### src/rtl/id_gen_pkg.sv
// rtl/id_gen_pkg.sv - shared types and constants for the ID generator
//
// Purpose : FSM state encoding, ID geometry and digit weighting used by
//           id_gen and id_weight_lut.
// Contents: state_t, N_IN, N_OUT, LETTER_MIN, LETTER_MAX, DIGIT_WEIGHT.

package id_gen_pkg;

   typedef enum logic [1:0] {
      IDLE = 2'd0,
      LOAD = 2'd1,
      SEND = 2'd2,
      ERR  = 2'd3
   } state_t;

   localparam int N_IN       = 9;   // letter + 8 digits accepted
   localparam int N_OUT      = 10;  // letter + 8 digits + check digit streamed
   localparam int LETTER_MIN = 10;
   localparam int LETTER_MAX = 35;

   // Weight of each input position; position 0 (the letter) uses its own
   // tens/units rule, so its entry is unused.
   localparam logic [3:0] DIGIT_WEIGHT [N_IN] =
      '{4'd0, 4'd8, 4'd7, 4'd6, 4'd5, 4'd4, 4'd3, 4'd2, 4'd1};

endpackage

### src/rtl/id_weight_lut.sv
// rtl/id_weight_lut.sv - mod-10 contribution and legality of one ID symbol
//
// Purpose : combinational lookup of a symbol's contribution to the running
//           check sum, plus whether the symbol is legal at its position.
// Ports   : pos     in  4  symbol position (0 = letter, 1..8 = digits)
//           sym     in  6  symbol value
//           contrib out 4  contribution mod 10
//           legal   out 1  symbol is in range for its position

module id_weight_lut
   import id_gen_pkg::*;
(
   input  logic [3:0] pos,
   input  logic [5:0] sym,
   output logic [3:0] contrib,
   output logic       legal
);

   logic [5:0] tens;
   logic [5:0] units;
   logic [7:0] letter_raw;
   logic [9:0] digit_raw;
   logic [3:0] weight;

   always_comb begin
      tens       = sym / 6'd10;
      units      = sym % 6'd10;
      letter_raw = {2'b00, tens} + 8'd9 * {2'b00, units};

      // Explicit match keeps out-of-range positions from indexing the table.
      weight = 4'd0;
      for (int i = 0; i < N_IN; i++) begin
         if (pos == 4'(i)) weight = DIGIT_WEIGHT[i];
      end
      digit_raw = {4'b0000, sym} * {6'b000000, weight};

      if (pos == 4'd0) begin
         contrib = 4'(letter_raw % 8'd10);
         legal   = (sym >= 6'(LETTER_MIN)) && (sym <= 6'(LETTER_MAX));
      end else begin
         contrib = 4'(digit_raw % 10'd10);
         legal   = (sym <= 6'd9);
      end
   end

endmodule

### src/rtl/id_gen.sv
// rtl/id_gen.sv - collects a letter+8 digit ID and streams it with a check digit
//
// Purpose : accepts 9 symbols, keeps a weighted mod-10 sum, then either
//           streams letter, digits and check digit over 10 cycles or pulses
//           out_err when any symbol was out of range.
// Ports   : clk       in  1  clock, rising edge
//           rst_n     in  1  asynchronous active-low reset
//           in_valid  in  1  in_sym valid
//           in_sym    in  6  letter code (first) or digit
//           in_ready  out 1  block accepts input (IDLE/LOAD)
//           out_valid out 1  out_sym valid
//           out_sym   out 6  streamed symbol, 0 when not valid
//           out_err   out 1  one-cycle pulse on rejected ID

module id_gen
   import id_gen_pkg::*;
(
   input  logic       clk,
   input  logic       rst_n,
   input  logic       in_valid,
   input  logic [5:0] in_sym,
   output logic       in_ready,
   output logic       out_valid,
   output logic [5:0] out_sym,
   output logic       out_err
);

   state_t     state;
   logic [3:0] count;
   logic [3:0] sum;
   logic       err_flag;
   logic [5:0] id_buf [N_IN];

   logic [3:0] lut_pos;
   logic [3:0] contrib;
   logic       legal;
   logic [3:0] sum_base;
   logic [4:0] sum_raw;
   logic [4:0] sum_wrap;
   logic [3:0] sum_next;
   logic [3:0] check_digit;
   logic [5:0] buf_rd;

   assign in_ready = (state == IDLE) || (state == LOAD);

   // In IDLE the incoming sample is always the letter, whatever count holds.
   assign lut_pos = (state == IDLE) ? 4'd0 : count;

   id_weight_lut u_lut (
      .pos     (lut_pos),
      .sym     (in_sym),
      .contrib (contrib),
      .legal   (legal)
   );

   always_comb begin
      sum_base    = (state == IDLE) ? 4'd0 : sum;
      sum_raw     = {1'b0, sum_base} + {1'b0, contrib};
      sum_wrap    = sum_raw - 5'd10;
      sum_next    = (sum_raw >= 5'd10) ? sum_wrap[3:0] : sum_raw[3:0];
      check_digit = (sum == 4'd0) ? 4'd0 : (4'd10 - sum);

      // Buffer read by position; count reaches 9 in SEND, which has no entry.
      buf_rd = 6'd0;
      for (int i = 0; i < N_IN; i++) begin
         if (count == 4'(i)) buf_rd = id_buf[i];
      end
   end

   always_ff @(posedge clk or negedge rst_n) begin
      if (!rst_n) begin
         state     <= IDLE;
         count     <= 4'd0;
         sum       <= 4'd0;
         err_flag  <= 1'b0;
         out_valid <= 1'b0;
         out_sym   <= 6'd0;
         out_err   <= 1'b0;
         for (int i = 0; i < N_IN; i++) id_buf[i] <= 6'd0;
      end else begin
         out_err <= 1'b0;
         case (state)
            IDLE: begin
               if (in_valid) begin
                  id_buf[0] <= in_sym;
                  count     <= 4'd1;
                  sum       <= sum_next;
                  err_flag  <= ~legal;
                  state     <= LOAD;
               end
            end
            LOAD: begin
               if (!in_valid) begin
                  // Abort: partial ID is dropped silently.
                  state    <= IDLE;
                  count    <= 4'd0;
                  sum      <= 4'd0;
                  err_flag <= 1'b0;
               end else begin
                  for (int i = 1; i < N_IN; i++) begin
                     if (count == 4'(i)) id_buf[i] <= in_sym;
                  end
                  sum      <= sum_next;
                  err_flag <= err_flag | ~legal;
                  if (count == 4'(N_IN - 1)) begin
                     // Letter goes out immediately; count then walks 1..9.
                     count <= 4'd1;
                     if (err_flag || !legal) begin
                        state   <= ERR;
                        out_err <= 1'b1;
                     end else begin
                        state     <= SEND;
                        out_valid <= 1'b1;
                        out_sym   <= id_buf[0];
                     end
                  end else begin
                     count <= count + 4'd1;
                  end
               end
            end
            SEND: begin
               if (count == 4'(N_OUT)) begin
                  out_valid <= 1'b0;
                  out_sym   <= 6'd0;
                  state     <= IDLE;
                  count     <= 4'd0;
                  sum       <= 4'd0;
                  err_flag  <= 1'b0;
               end else begin
                  out_sym <= (count == 4'(N_OUT - 1)) ? {2'b00, check_digit} : buf_rd;
                  count   <= count + 4'd1;
               end
            end
            ERR: begin
               state    <= IDLE;
               count    <= 4'd0;
               sum      <= 4'd0;
               err_flag <= 1'b0;
            end
            default: state <= IDLE;
         endcase
      end
   end

endmodule
### config.mk
export PLATFORM = sky130hd
export DESIGN_NAME = id_gen
export DESIGN_NICKNAME = d
export VERILOG_FILES = /design/src/rtl/id_gen_pkg.sv /design/src/rtl/id_weight_lut.sv /design/src/rtl/id_gen.sv
export SDC_FILE = /design/constraint.sdc
export NUM_CORES = 1
export LEC_CHECK = 0
export ABC_AREA = 1
export BUFFER_PORTS_ARGS = -buffer_cell sky130_fd_sc_hd__buf_2
export CORE_ASPECT_RATIO = 0.8
export CORE_UTILIZATION = 40
export CTS_BUF_LIST = sky130_fd_sc_hd__clkbuf_4
export CTS_CLUSTER_DIAMETER = 30
export DETAILED_ROUTE_END_ITERATION = 7
export SLEW_MARGIN = 20
export SYNTH_ARGS = -nofsm -noshare
export SYNTH_HDL_FRONTEND = slang
export SYNTH_SLANG_ARGS = --single-unit
### constraint.sdc
create_clock -name clk -period 10 [get_ports clk]
set_clock_uncertainty 0.15 [all_clocks]
set_input_delay 0 -clock clk [delete_from_list [all_inputs] [get_ports clk]]
set_output_delay 0 -clock clk [all_outputs]
set_load 0.02 [all_outputs]
After elaboration in Yosys (flattened, before gate mapping)
Cells that the tools add are included.
{"block": "totals", "regBits": 73, "latch_bits": 0, "ram_bits": 0, "rom_bits": 0, "inputBits": 9, "out_inout_bits": 9, "wordCells": 138, "mem_count": 0}
{"block": "op_classes", "addsub": 5, "multipliers": 2, "div_mod_pow": 4, "magnitude_cmp": 4, "eq_ne": 27, "shifts": 0, "muxes": 56, "bitwise": 2, "reduce_logical": 22}
{"op": "$mux 6", "count": 14}
{"op": "$mux 4", "count": 20}
{"op": "$eq 4x3->1 const B", "count": 8}
{"op": "$pmux 4 s4", "count": 2}
{"op": "$reduce_and 3->1", "count": 9}
{"op": "$eq 4x2->1 const B", "count": 4}
{"op": "$eq 4x4->1 const B", "count": 4}
{"op": "$logic_not 4->1", "count": 3}
{"op": "$mux 1", "count": 12}
{"op": "$pmux 6 s2", "count": 1}
{"op": "$mod 10x4->10 const B", "count": 1}
{"op": "$mul 6x4->10", "count": 1}
{"op": "$add 6x8->8", "count": 1}
{"op": "$eq 4x1->1 const B", "count": 2}
{"op": "$mod 8x4->8 const B", "count": 1}
{"op": "$mul 4x6->8 const A", "count": 1}
{"op": "$mux 2", "count": 4}
{"op": "$ne 2x2->1 const B", "count": 4}
{"op": "$pmux 2 s4", "count": 1}
{"op": "$div 6x4->6 const B", "count": 1}
{"op": "$ge 6x4->1 const B", "count": 1}
{"op": "$le 6x4->1 const B", "count": 1}
{"op": "$le 6x6->1 const B", "count": 1}
{"op": "$mod 6x4->6 const B", "count": 1}
{"op": "21 further kinds", "count": 24}

Longest topological paths before layout
Gate-level depths: netlist of run 1.
{"block": "depth", "depth_word": 19, "mapped_depth": 67, "ltp_nobuf": 67}

Hierarchy
Synthesis of run 1 repeated with hierarchy kept, for this count alone.
{"block": "hier_totals", "cells_unflattened": 894, "area_unflattened_um2": 6120.9}
{"module": "id_gen", "n_inst": 1, "cells_each": 538, "area_per_inst_um2": 4043.9, "seq_area_each_um2": 1826.8}
{"module": "id_weight_lut", "n_inst": 1, "cells_each": 356, "area_per_inst_um2": 2077.0, "seq_area_each_um2": 0.0}

Worst setup path after synthesis of run 1
Ideal clock, no wire load.
{"block": "synth_timing", "kind": "register to register", "start": "reg state[0]", "end": "reg sum[2]", "setup_ps": 129, "arrival_time_ps": 6965, "required_ps": 9721, "path_slack_ps": 2756, "path_stages_with_launch": 56, "path_buffers": 0, "period_less_slack_ps": 7244, "cell_sequence": "dfrtp_1 -> nor2_2 -> inv_2 -> nand3_1 -> nand2_1 -> inv_1 -> nor2_1 -> fa_1 -> inv_1 -> fa_1 -> inv_1 -> ha_1 -> nand2_1 -> inv_1 -> a21oi_1 -> xor2_1 -> nand2_4 -> nand2_4 -> [20 not listed] -> nand2_1 -> inv_1 -> ha_1 -> inv_1 -> nand2_1 -> nand2_1 -> ha_1 -> nand2_1 -> inv_1 -> nor2_1 -> inv_1 -> ha_1 -> inv_1 -> a21oi_1 -> o21ai_0 -> a21oi_1 -> o21ai_0 -> o21ai_0"}
{"block": "synth_via", "elab_chain_len": 19, "word_cells_on_any_way": 36, "cone_classes": "2 x add/sub; 1 x mul; 1 x div; 1 x order compare; 13 x eq/ne; 15 x mux; 3 x reduce/logical"}
{"item": "start: declaration", "line_no": "id_gen.sv:28", "text": "state_t state;"}
{"item": "start signal: assignment", "line_no": "id_gen.sv:72", "text": "state <= IDLE;"}
{"item": "start signal: assignment", "line_no": "id_gen.sv:89", "text": "state <= LOAD;"}
{"item": "start signal: assignment", "line_no": "id_gen.sv:95", "text": "state <= IDLE;"}
{"item": "$logic_not 2->1", "line_no": "id_gen.sv:47, id_gen.sv:57, id_gen.sv:82"}
{"item": "$mux 4", "line_no": "id_gen.sv:47", "text": "assign lut_pos = (state == IDLE) ? 4'd0 : count;"}
{"item": "$eq 4x1->1", "line_no": "id_weight_lut.sv:33", "text": "if (pos == 4'(i)) weight = DIGIT_WEIGHT[i];"}
{"item": "$mux 4 (8 in a row)", "line_no": "id_weight_lut.sv:33"}
{"item": "$mul 6x4->10", "line_no": "id_weight_lut.sv:35", "text": "digit_raw = {4'b0000, sym} * {6'b000000, weight};"}
{"item": "$mod 10x4->10", "line_no": "id_weight_lut.sv:41", "text": "contrib = 4'(digit_raw % 10'd10);"}
{"item": "$mux 4", "line_no": "id_weight_lut.sv:37", "text": "if (pos == 4'd0) begin"}
{"item": "$add 4x4->5", "line_no": "id_gen.sv:58", "text": "sum_raw = {1'b0, sum_base} + {1'b0, contrib};"}
{"item": "$sub 4x4->4 or $ge 5x4->1 (tied branches)", "line_no": "id_gen.sv:59, id_gen.sv:60"}
{"item": "$mux 4", "line_no": "id_gen.sv:60", "text": "sum_next = (sum_raw >= 5'd10) ? sum_wrap[3:0] : sum_raw[3:0];"}
{"item": "$mux 4 (on tied branches)", "line_no": "id_gen.sv:93, id_gen.sv:84"}
{"item": "$pmux 4 s4", "line_no": "id_gen.sv:82", "text": "case (state)"}
{"item": "end signal: assignment", "line_no": "id_gen.sv:87", "text": "sum <= sum_next;"}
{"item": "end signal: assignment", "line_no": "id_gen.sv:103", "text": "sum <= sum_next;"}
{"item": "end: declaration", "line_no": "id_gen.sv:30", "text": "logic [3:0] sum;"}
Parallel ways exist; a longest one is shown, timed or not. The select of a mux whose other input is x is not followed.
A chain may end at the register's enable or synchronous reset.

Worst setup path after layout of run 1
{"block": "layout_timing", "start": "in in_sym[3]", "end": "reg sum[2]"}
{"block": "layout_via", "elab_chain_len": 10, "word_cells_on_any_way": 15, "cone_classes": "3 x add/sub; 2 x mul; 4 x div; 1 x order compare; 5 x mux"}
{"item": "start: declaration", "line_no": "id_gen.sv:21", "text": "input logic [5:0] in_sym,"}
{"item": "$mod 6x4->6", "line_no": "id_weight_lut.sv:27", "text": "units = sym % 6'd10;"}
{"item": "$mul 4x6->8", "line_no": "id_weight_lut.sv:28", "text": "letter_raw = {2'b00, tens} + 8'd9 * {2'b00, units};"}
{"item": "$add 6x8->8", "line_no": "id_weight_lut.sv:28"}
{"item": "$mod 8x4->8", "line_no": "id_weight_lut.sv:38", "text": "contrib = 4'(letter_raw % 8'd10);"}
{"item": "$mux 4 (*)", "line_no": "id_weight_lut.sv:37"}
{"item": "$add 4x4->5 (*)", "line_no": "id_gen.sv:58"}
{"item": "$sub 4x4->4 or $ge 5x4->1 (tied branches)", "line_no": "id_gen.sv:59, id_gen.sv:60"}
{"item": "$mux 4 (*)", "line_no": "id_gen.sv:60"}
{"item": "$mux 4 (on tied branches)", "line_no": "id_gen.sv:93, id_gen.sv:84"}
{"item": "$pmux 4 s4 (*)", "line_no": "id_gen.sv:82"}
Every way passes the cells marked *; elsewhere a longest branch is shown, timed or not. The select of a mux whose other input is x is not followed.

==> results of run 1 <==
cell type report:
type,instances,share of cell area (%)
Clock inverter,5,0.739
Inverter,133,8.03
Sequential cell,73,29.1
Tap cell,184,3.67
Multi-Input combinational cell,601,54.7
Timing Repair Buffer,23,2.36
Clock buffer,11,1.32
metal layers:
metal,vias up,global-route usage (%)
li1,2697,-
met1,2307,31.8
met2,100,26.6
met3,10,4.61
met4,0,4.24
met5,-,0
registers in the layout, indices dropped and copies added (netlist names):
signal,flops
sum,4
out_err,1
out_valid,1
state,2
count,4
err_flag,1
id_buf,54
out_sym,6
cells in the final DEF (no fill, tap or decap), types with 5 or more instances in the layout:
master | synthesis | layout
o21ai_0 | 93 | 93
a21oi_1 | 22 | 22
nand3_1 | 34 | 34
o22ai_1 | 6 | 6
inv_2 | 10 | 10
dlygate4sd3_1 | 0 | 6
clkinv_1 | 2 | 5
nor2_1 | 74 | 74
xnor2_1 | 5 | 5
a31oi_1 | 5 | 5
clkbuf_4 | 0 | 11
o211ai_1 | 19 | 19
inv_1 | 119 | 119
fa_1 | 10 | 10
nand4_1 | 6 | 6
buf_2 | 0 | 16
xor2_1 | 7 | 7
o21ai_2 | 5 | 5
nand3_2 | 11 | 11
dfrtp_1 | 73 | 73
ha_1 | 42 | 42
nand2_1 | 215 | 215
nor2_2 | 5 | 5
nand2_2 | 6 | 6
worst min-delay path by stage:
stage	from	endpoint	slack, ns
global placement	rst_n	out_sym[4]	0.06
detailed placement	rst_n	id_buf[52]	0.06
finish	in_sym[5]	err_flag	0.06
floorplan	rst_n	count[0]	-0.45
CTS	in_sym[5]	err_flag	0.007
global route	in_sym[5]	err_flag	0.09
tightest hold or removal path, stage by stage:
cell	delay (ns)
buf_2	0.15
nand2_1	0.08
nand3_1	0.07
o21a_1	0.12
a21oi_1	0.12
a21oi_1	0.07
per-stage QoR:
stage	setup WS [ns]	instances
floorplan	2.76	823
global placement	1.76	1008
detailed placement	1.69	1008
CTS	1.76	1030
global route	0.864	1030
finish	1.71	1030
cell families after synthesis:
kind of cell	after synthesis
flip-flops	73
adder cells (fa/ha/maj)	52
AO/OA/AOI/OAI	172
other	1
buffers and inverters	149
XOR/XNOR	12
AND/OR/NAND/NOR	363
==> out/qor.yml, run 1 <==
yosys:
  synth-simple-area-share_pct: 27.0
  synth_area_um2: 5820
  synth_top_cells_by_count: "nand2_1 (215), inv_1 (119), o21ai_0 (93), nor2_1 (74), dfrtp_1 (73)"
  ys.flop_type: "dfrtp_1"
  synth.most_common_cell: "nand2_1"
  synth_top_area_cell: "dfrtp_1"
  async_flop_share_pct: 100
  synth-edff-count: 0
  synth-compound-area-share_pct: 17.5
  yosysSeqAreaShare_pct: 31.4
  yosysWarnings: 0
  synth-xor-area-share_pct: 1.80
  syn_inst: 822
  synthMuxAreaShare_pct: 0
  yosysTopAreaCellShare_pct: 31.4
  yosys.area_share.adder_pct: 12.5
  avgSynthCellArea_um2: 7.09
  netlist-cell-type-count: 45
  synth_area_leaders: "dfrtp_1 (31%), nand2_1 (14%), ha_1 (9.0%)"
  synth_top_family_by_area: "simple AND/OR/NAND/NOR gates"
  ys_ff_latch: 73
worst_setup_path:
  path_class: "in -> reg"
  reg2reg_from: "state[0]"
  critPathArrivalTime_ns: 8.46
  critPathMaxStageDelay_ns: 0.54
  rrSetupSlack_ns: 1.92
  crit_buf_inv: 15
  path_max_fanout: 14
  cp-startpoint: "in_sym[3]"
  end_kind: "flip-flop"
  r2r_end: "sum[2]"
  critPathTopFamily: "simple AND/OR/NAND/NOR gates"
  cpMostUsedCell: "nand2_1"
  crit_path_end: "sum[2]"
  cpMaxStageDelayCell: "dlygate4sd3_1"
  r2r_cells: 55
  start_kind: "primary input"
  path_depth: 66
  crit_required_ns: 10.17
global_route:
  grt_usage_pct: 20.0
  grt_pass1_wl_mm: 23.1
  overflow: 0
  grt_max_degree: 74
  first_global_vias: 4536
  antenna_found_initial: 0
finish:
  drive_above_1_share_pct: 9.46
  nets: 902
  synthToLayoutAreaGrowth_pct: 7.60
  fillers: 1502
  final_area_um2: 6270
  utilization_pct: 44.0
  multi_input_area_um2: 3430
  seqCellArea_um2: 1830
  diodes: 0
floorplan:
  die_w_um: 137
  row_count: 39
  initial_core_util_pct: 40.9
  die_y_um: 110
  die_area_um2: 15100
  core_area_um2: 14200
  boundaryPins: 18
timing:
  grt_setup_unrepaired: "no"
  worst_pin_slew_ns: 0.943
  maxSlewViolCount: 0
  whs_ns: 0.0563
  fin_crit_sh_pct: 82.9
  setup_tns_ns: 0
  max_slew_margin_pct: 37.1
  finalHoldViolations: 0
  final-setup-viol-count: 0
  fmax_mhz: 121
  fin_crit_ns: 8.29
clocking:
  numCtsBuffers: 9
  postCtsSetupBuffers: 0
  ctsHoldBuffers: 6
  clock_latency_ns: 0.43
  cts_resized: 0
  clockRootBuffer: "clkbuf_4"
  ctsLongestPathBuffers: 2
  htree_levels: 3
  clock_sinks: 73
  cts_tree: "built"
  clkTransAtPathRegs_ns: 0.11
flow_run:
  maxCapViolCount: 0
routing:
  wl_met3_um: 629
  drtIter0Drc: 453
  met1_length_mm: 7.95
  via_per_inst: 4.97
  antenna_left: 0
  wl_per_cell_um: 13.6
  wl_mm: 14.0
  wl_met2_mm: 5.32
  vias: 5114
  dr.pass1.iters: 5
  drcViolationCount: 0
  highest_layer: "met4"
status:
  status: "complete, no violations"
placement:
  placed_area_um2: 6080
  portBuffers: 17
  routabilityCongestion: 0.850
  dp_hpwl_mm: 10.6
hold_path:
  holdPathStages: 6
  hp-class: "in -> reg"
Power of run 1 is not shown: default switching activity piles up to over one toggle a cycle in this logic, so the estimate is an artifact.
==> run 2: changes to the inputs <==
- ABC_AREA: 1 -> 0
- clock period: 10 -> 7.8 ns (I/O delays scaled with it)
==> run 2 against run 1 <==
Net effect:
- flip-flop and latch count stayed put
- sequential share of layout area is 5.0 points lower
- count of clock-buffer cells in the layout is 2 lower
- first-iteration DRC count is 9.9% lower
- synthesized cell count is 16% lower
- critical endpoint is now sum[3]
- highest routed layer unchanged
==> out/qor.yml, run 2 <==
yosys:
  synth-edff-count: 0  # unchanged
  ys_ff_latch: 73  # unchanged
  synth_top_cells_by_count: "dfrtp_1 (73), nand2_1 (69), nor2_1 (53), mux2_2 (46), o21ai_0 (46)"
  synth.most_common_cell: "dfrtp_1"
  yosysWarnings: 0  # unchanged
  synth_area_um2: 6080  # +4.4%
  avgSynthCellArea_um2: 8.78  # +24%
  yosysSeqAreaShare_pct: 30.1  # -1.3 points
  synth_top_area_cell: "dfrtp_1"
  async_flop_share_pct: 100  # unchanged
  syn_inst: 692  # -16%
  ys.flop_type: "dfrtp_1"
  synth_area_leaders: "dfrtp_1 (30%), ha_1 (8.6%), mux2_2 (8.5%)"
  yosysTopAreaCellShare_pct: 30.1  # -1.3 points
  netlist-cell-type-count: 80  # +78%
routing:
  vias: 5524  # +8.0%
  drtIter0Drc: 408  # -9.9%
  antenna_left: 0  # unchanged
  via_per_inst: 5.81  # +17%
  dr.pass1.iters: 5  # unchanged
  wl_per_cell_um: 17.6  # +29%
  wl_mm: 16.7  # +19%
  drcViolationCount: 0  # unchanged
finish:
  largest_reg_flops: 54  # unchanged
  top_register: "id_buf"
  drive_above_1_share_pct: 33.4  # +24 points
  top_regs: "id_buf: 54 flops, out_sym: 6 flops"
  layout_common_cells: "dfrtp_1 (71), buf_4 (64), nand2_1 (63), nor2_1 (48), mux2_2 (46)"
  synthToLayoutAreaGrowth_pct: 24.6
  nets: 823  # -8.8%
  final_area_um2: 7570  # +21%
  diodes: 0  # unchanged
  final_common_cell: "dfrtp_1"
worst_setup_path:
  path_max_fanout: 6  # -8
  crit_buf_inv: 8  # -7
  crit_required_ns: 8.02  # -2.15 ns
  start_kind: "flip-flop"
  cpMaxStageDelayCell: "fa_2"
  critPathTopFamily: "simple AND/OR/NAND/NOR gates"
  end_kind: "flip-flop"
  path_class: "reg -> reg"
  critPathMaxStageDelay_ns: 0.57  # +0.03 ns
  critPathArrivalTime_ns: 7.92  # -0.54 ns
  cpMostUsedCell: "inv_2"
floorplan:
  initial_core_util_pct: 41.8  # +0.92 points
  boundaryPins: 18  # unchanged
  core_area_um2: 14500  # +2.1%
  row_count: 39  # unchanged
  die_area_um2: 15700  # +4.3%
  die_w_um: 140  # +2.1%
  die_y_um: 112  # +2.1%
power:
  power_density_nw_per_um2: 308
  leakage_nw: 3.41
  finalPower_mw: 2.33
  ir_drop_v: 0.000204
timing:
  maxSlewViolCount: 0  # unchanged
  worst_pin_slew_ns: 0.962  # +0.0191 ns
  finalHoldViolations: 0  # unchanged
  fin_crit_ns: 7.69
  grt_setup_unrepaired: "yes"
  max_slew_margin_pct: 35.0  # -2.2 points
  fmax_mhz: 130
  final-setup-viol-count: 0  # unchanged
  fin_crit_sh_pct: 98.6
  worst_slack_ns: 0.106  # -1.61 ns
global_route:
  overflow: 0  # unchanged
  first_global_vias: 5219  # +15%
  antenna_found_initial: 0  # unchanged
  grt_usage_pct: 21.2  # +1.2 points
  grt_pass1_wl_mm: 26.6  # +15%
  grt_max_degree: 74  # unchanged
clocking:
  clkTransAtPathRegs_ns: 0.13  # +0.02 ns
  htree_levels: 3  # unchanged
  clockRootBuffer: "clkbuf_4"
  ctsLongestPathBuffers: 2  # unchanged
  numCtsBuffers: 9  # unchanged
  clock_latency_ns: 0.43  # about the same
  clock_sinks: 73  # unchanged
  cts_tree: "built"
placement:
  placed_area_um2: 6650  # +9.4%
  portBuffers: 17  # unchanged
  post-place-ws_ns: -0.163  # -1.85 ns
  dp_hpwl_mm: 11.9  # +12%
  routabilityCongestion: 0.850  # about the same
hold_path:
  hp-class: "in -> async"
flow_run:
  maxCapViolCount: 0  # unchanged
status:
  status: "complete, no violations"
-- run 2: cell type report --
| class | count | area [um^2] |
|---|---|---|
| inverters | 37 | 143 |
| repair buffers | 100 | 772 |
| fillers | 1306 | 6970 |
| well taps | 184 | 230 |
| multi-input cells | 541 | 4440 |
| flip-flops and latches | 73 | 1830 |
| clock inverters | 7 | 85.1 |
| clock buffers | 9 | 67.6 |
-- run 2: stage by stage --
step | std cells | setup TNS [ns] | hold WS [ns] | utilization, %
final | 951 | 0 | 0.133 | 52.1
after detailed placement | 904 | -0.246 | 0.130 | 45.7
after global placement | 904 | 0 | 0.114 | 45.7
after floorplan | 693 | 0 | -0.446 | -
after global routing | 951 | -0.508 | 0.226 | 52.1
after CTS | 940 | 0 | 0.171 | 49.0
-- run 2: metal layers --
layer / part of all wire [%] / wire length, um / global-route usage [%]
met1: 51 / 8590 / 32.1
met2: 44 / 7350 / 31.8
met3: 4.3 / 716 / 3.63
met4: 0.53 / 89 / 3.37
met5: 0 / 0 / 0
-- run 2: path summary, 6_finish.rpt --
kind / start / endpoint / slack, ns / cells after the start
worst max register to register: count[1] / sum[3] / 0.11 / 36
worst max-delay path: count[1] / sum[3] / 0.11 / 36
worst min register to register: out_sym[2] / out_sym[2] / 0.34 / 2
min in group clk: in_valid / state[0] / 0.33 / 4
worst min-delay path: rst_n / sum[2] / 0.13 / 3
max in group asynchronous: rst_n / count[2] / 6.67 / 3
-- run 2: logic make-up after synthesis --
kind of cell / count (synthesis) / share of synthesized area, %
other cells: 1 / 0.0617
compound gates: 194 / 21.8
simple gates: 225 / 18.9
xor+xnor: 15 / 2.16
fa+ha+maj: 54 / 12.3
mux: 51 / 9.43
buf+inv: 79 / 5.37
flops: 73 / 30.1
-- run 2: what timing repair did --
action | in CTS | in global routing
hold buffers | 8 | 0
hold endpoints to repair | 117 | 0
pin swaps | 29 | 44
gates resized for setup | 41 | 79
buffers inserted | 12 | 13
setup endpoints to repair | 3 | 3
-- run 2: power breakdown --
group | total, mW | leakage (nW) | switching [mW] | internal [mW]
logic | 1.58 | 2.38 | 0.753 | 0.827
clock network | 0.262 | 0.0808 | 0.135 | 0.127
registers | 0.489 | 0.945 | 0.0443 | 0.444
total | 2.33 | 3.41 | 0.932 | 1.40
-- run 2: tightest hold or removal path, delay by kind of cell --
kind / cells / cell delay (ns)
buf+inv: 3 / 1.29
(Power assumes the default switching activity.)
==> run 3: changes to the inputs <==
- CORE_UTILIZATION: 40 -> 45
==> run 3 against run 2 <==
Net effect:
- the flow now finishes with violations (setup timing)
- highest routed layer unchanged
- worst hold slack gained 0.015 ns
- die area shrank 11%
- sequential power is essentially flat
- critical path depth shrank 2
- via count grew 1.5%
- routed wire length grew 2.3%
- largest power group unchanged
==> out/qor.yml, run 3 (synthesized netlist as in run 2, its figures left out) <==
status:
  status: "complete, but fails checks"
  violations: "setup timing"
finish:
  final_area_um2: 7450  # -1.6%
  largest_reg_flops: 54  # unchanged
  layout_common_cells: "dfrtp_1 (72), buf_4 (66), nand2_1 (64), nor2_1 (46), mux2_2 (46)"
  diodes: 0  # unchanged
  seqCellArea_um2: 1830  # about the same
  multi_input_area_um2: 4370  # -1.6%
  nets: 824  # +0.12%
  top_register: "id_buf"
  layout.cells.non_filler: 943  # -0.84%
  drive_above_1_share_pct: 32.3  # -1.1 points
  synthToLayoutAreaGrowth_pct: 22.6
  top_regs: "id_buf: 54 flops, out_sym: 6 flops"
  final_common_cell: "dfrtp_1"
  fillers: 1135  # -13%
timing:
  fin_crit_sh_pct: 102  # +2.9 points
  final-setup-viol-count: 3  # +3
  worst_slack_ns: -0.124  # -0.230 ns
  setup_tns_ns: -0.203  # -0.203 ns
  fmax_mhz: 126  # -2.9%
  grt_setup_unrepaired: "yes"
  worst_pin_slew_ns: 0.943  # -0.0189 ns
  finalHoldViolations: 0  # unchanged
  max_slew_margin_pct: 36.2  # +1.3 points
  whs_ns: 0.147  # +0.0145 ns
  maxSlewViolCount: 0  # unchanged
  fin_crit_ns: 7.92  # +0.230 ns
clocking:
  clock_sinks: 73  # unchanged
  htree_levels: 3  # unchanged
  clock_latency_ns: 0.44  # about the same
  ctsLongestPathBuffers: 2  # unchanged
  clkTransAtPathRegs_ns: 0.12  # about the same
  cts_tree: "built"
  numCtsBuffers: 9  # unchanged
  clockRootBuffer: "clkbuf_4"
floorplan:
  boundaryPins: 18  # unchanged
  die_area_um2: 14000  # -11%
  core_area_um2: 13000  # -11%
  die_y_um: 106  # -5.6%
  die_w_um: 132  # -5.6%
  row_count: 37  # -5.1%
  initial_core_util_pct: 46.7  # +4.9 points
worst_setup_path:
  critPathMaxStageDelay_ns: 0.59  # +0.02 ns
  critPathArrivalTime_ns: 8.15  # +0.23 ns
  crit_buf_inv: 6  # -2
  cpMaxStageDelayCell: "dfrtp_1"
  end_kind: "flip-flop"
  critPathTopFamily: "compound AO/OA/AOI/OAI gates"
  cpMostUsedCell: "inv_2"
  crit_required_ns: 8.03  # about the same
  path_class: "reg -> reg"
  path_max_fanout: 7  # +1
  start_kind: "flip-flop"
placement:
  portBuffers: 17  # unchanged
  placed_area_um2: 6570  # -1.3%
  dp_cells: 885  # -2.1%
  post-place-ws_ns: -0.332  # -0.169 ns
  dp_hpwl_mm: 11.9  # +0.12%
  routabilityCongestion: 0.853  # +0.32%
global_route:
  use_met2_pct: 36.9  # +5.2 points
  met1_usage_pct: 38.6  # +6.5 points
  top_usage_layer: "met1"
  overflow: 0  # unchanged
  use_met3_pct: 3.67  # +0.046 points
  antenna_found_initial: 0  # unchanged
  grt_usage_pct: 24.9  # +3.7 points
  grt_pass1_wl_mm: 27.8  # +4.8%
  grt_max_degree: 74  # unchanged
  first_global_vias: 5462  # +4.7%
routing:
  drcViolationCount: 0  # unchanged
  via_per_inst: 5.95  # +2.4%
  wl_mm: 17.1  # +2.3%
  dr.pass1.iters: 5  # unchanged
  antenna_left: 0  # unchanged
  drtIter0Drc: 418  # +2.5%
  wl_per_cell_um: 18.2  # +3.1%
  vias: 5608  # +1.5%
power:
  leakage_nw: 3.37  # -1.1%
  ir_drop_v: 0.000325  # +59%
  power_density_nw_per_um2: 294  # -4.6%
flow_run:
  maxCapViolCount: 0  # unchanged
hold_path:
  hp-class: "in -> async"
-- run 3: cell count changes in the layout (fill, tap and decap cells not counted), sizes merged --
cell / change
clkinvlp: -1
buf: +1
bufinv: -2
inv: +1
clkbuf: +2
-- run 3: layout make-up --
| class | instances | share of cell area, % |
|---|---|---|
| multi-input cells | 541 | 58.7 |
| flip-flops and latches | 73 | 24.5 |
| repair buffers | 101 | 10.5 |
| well taps | 175 | 2.94 |
| inverters | 37 | 1.86 |
| clock buffers | 11 | 1.11 |
| clock inverters | 5 | 0.319 |
-- run 3: timing repair --
action,in CTS,in global routing
endpoints found under the setup margin,3,3
resized for setup,61,43
pin swaps,32,29
hold buffers,8,0
setup buffers,24,11
hold endpoints to repair,118,0
cloned,0,0
-- run 3: report_power, final --
part	total, mW	switching [mW]	internal [mW]
Clock	0.201	0.132	0.0691
Combinational	1.50	0.735	0.763
Sequential	0.489	0.0451	0.444
Total	2.19	0.912	1.28
-- run 3: path summary, 6_finish.rpt --
kind / from / slack (ns) / cells past startpoint / end
worst max-delay path: count[3] / -0.12 / 34 / sum[2]
worst min-delay path: rst_n / 0.15 / 3 / sum[2]
worst max register to register: count[3] / -0.12 / 34 / sum[2]
worst min register to register: out_sym[2] / 0.34 / 2 / out_sym[2]
max in group asynchronous: rst_n / 6.69 / 3 / state[1]
min in group clk: in_valid / 0.33 / 4 / sum[1]
-- run 3: layer usage --
metal / wire, um / vias up
li1: - / 2663
met1: 8710 / 2750
met2: 7430 / 179
met3: 853 / 16
met4: 129 / 0
met5: 0 / -
-- run 3: worst min-delay path, cell delays in order --
cell           delay [ns]
dlygate4sd3_1        0.52
buf_2                0.09
buf_4                0.68
-- run 3: metrics by stage --
stage | utilization [%] | power (mW)
CTS | 55.2 | 1.97
finish | 57.3 | 2.19
detailed placement | 50.5 | 1.52
global route | 57.3 | 2.34
floorplan | - | 1.26
global placement | 50.5 | 1.47
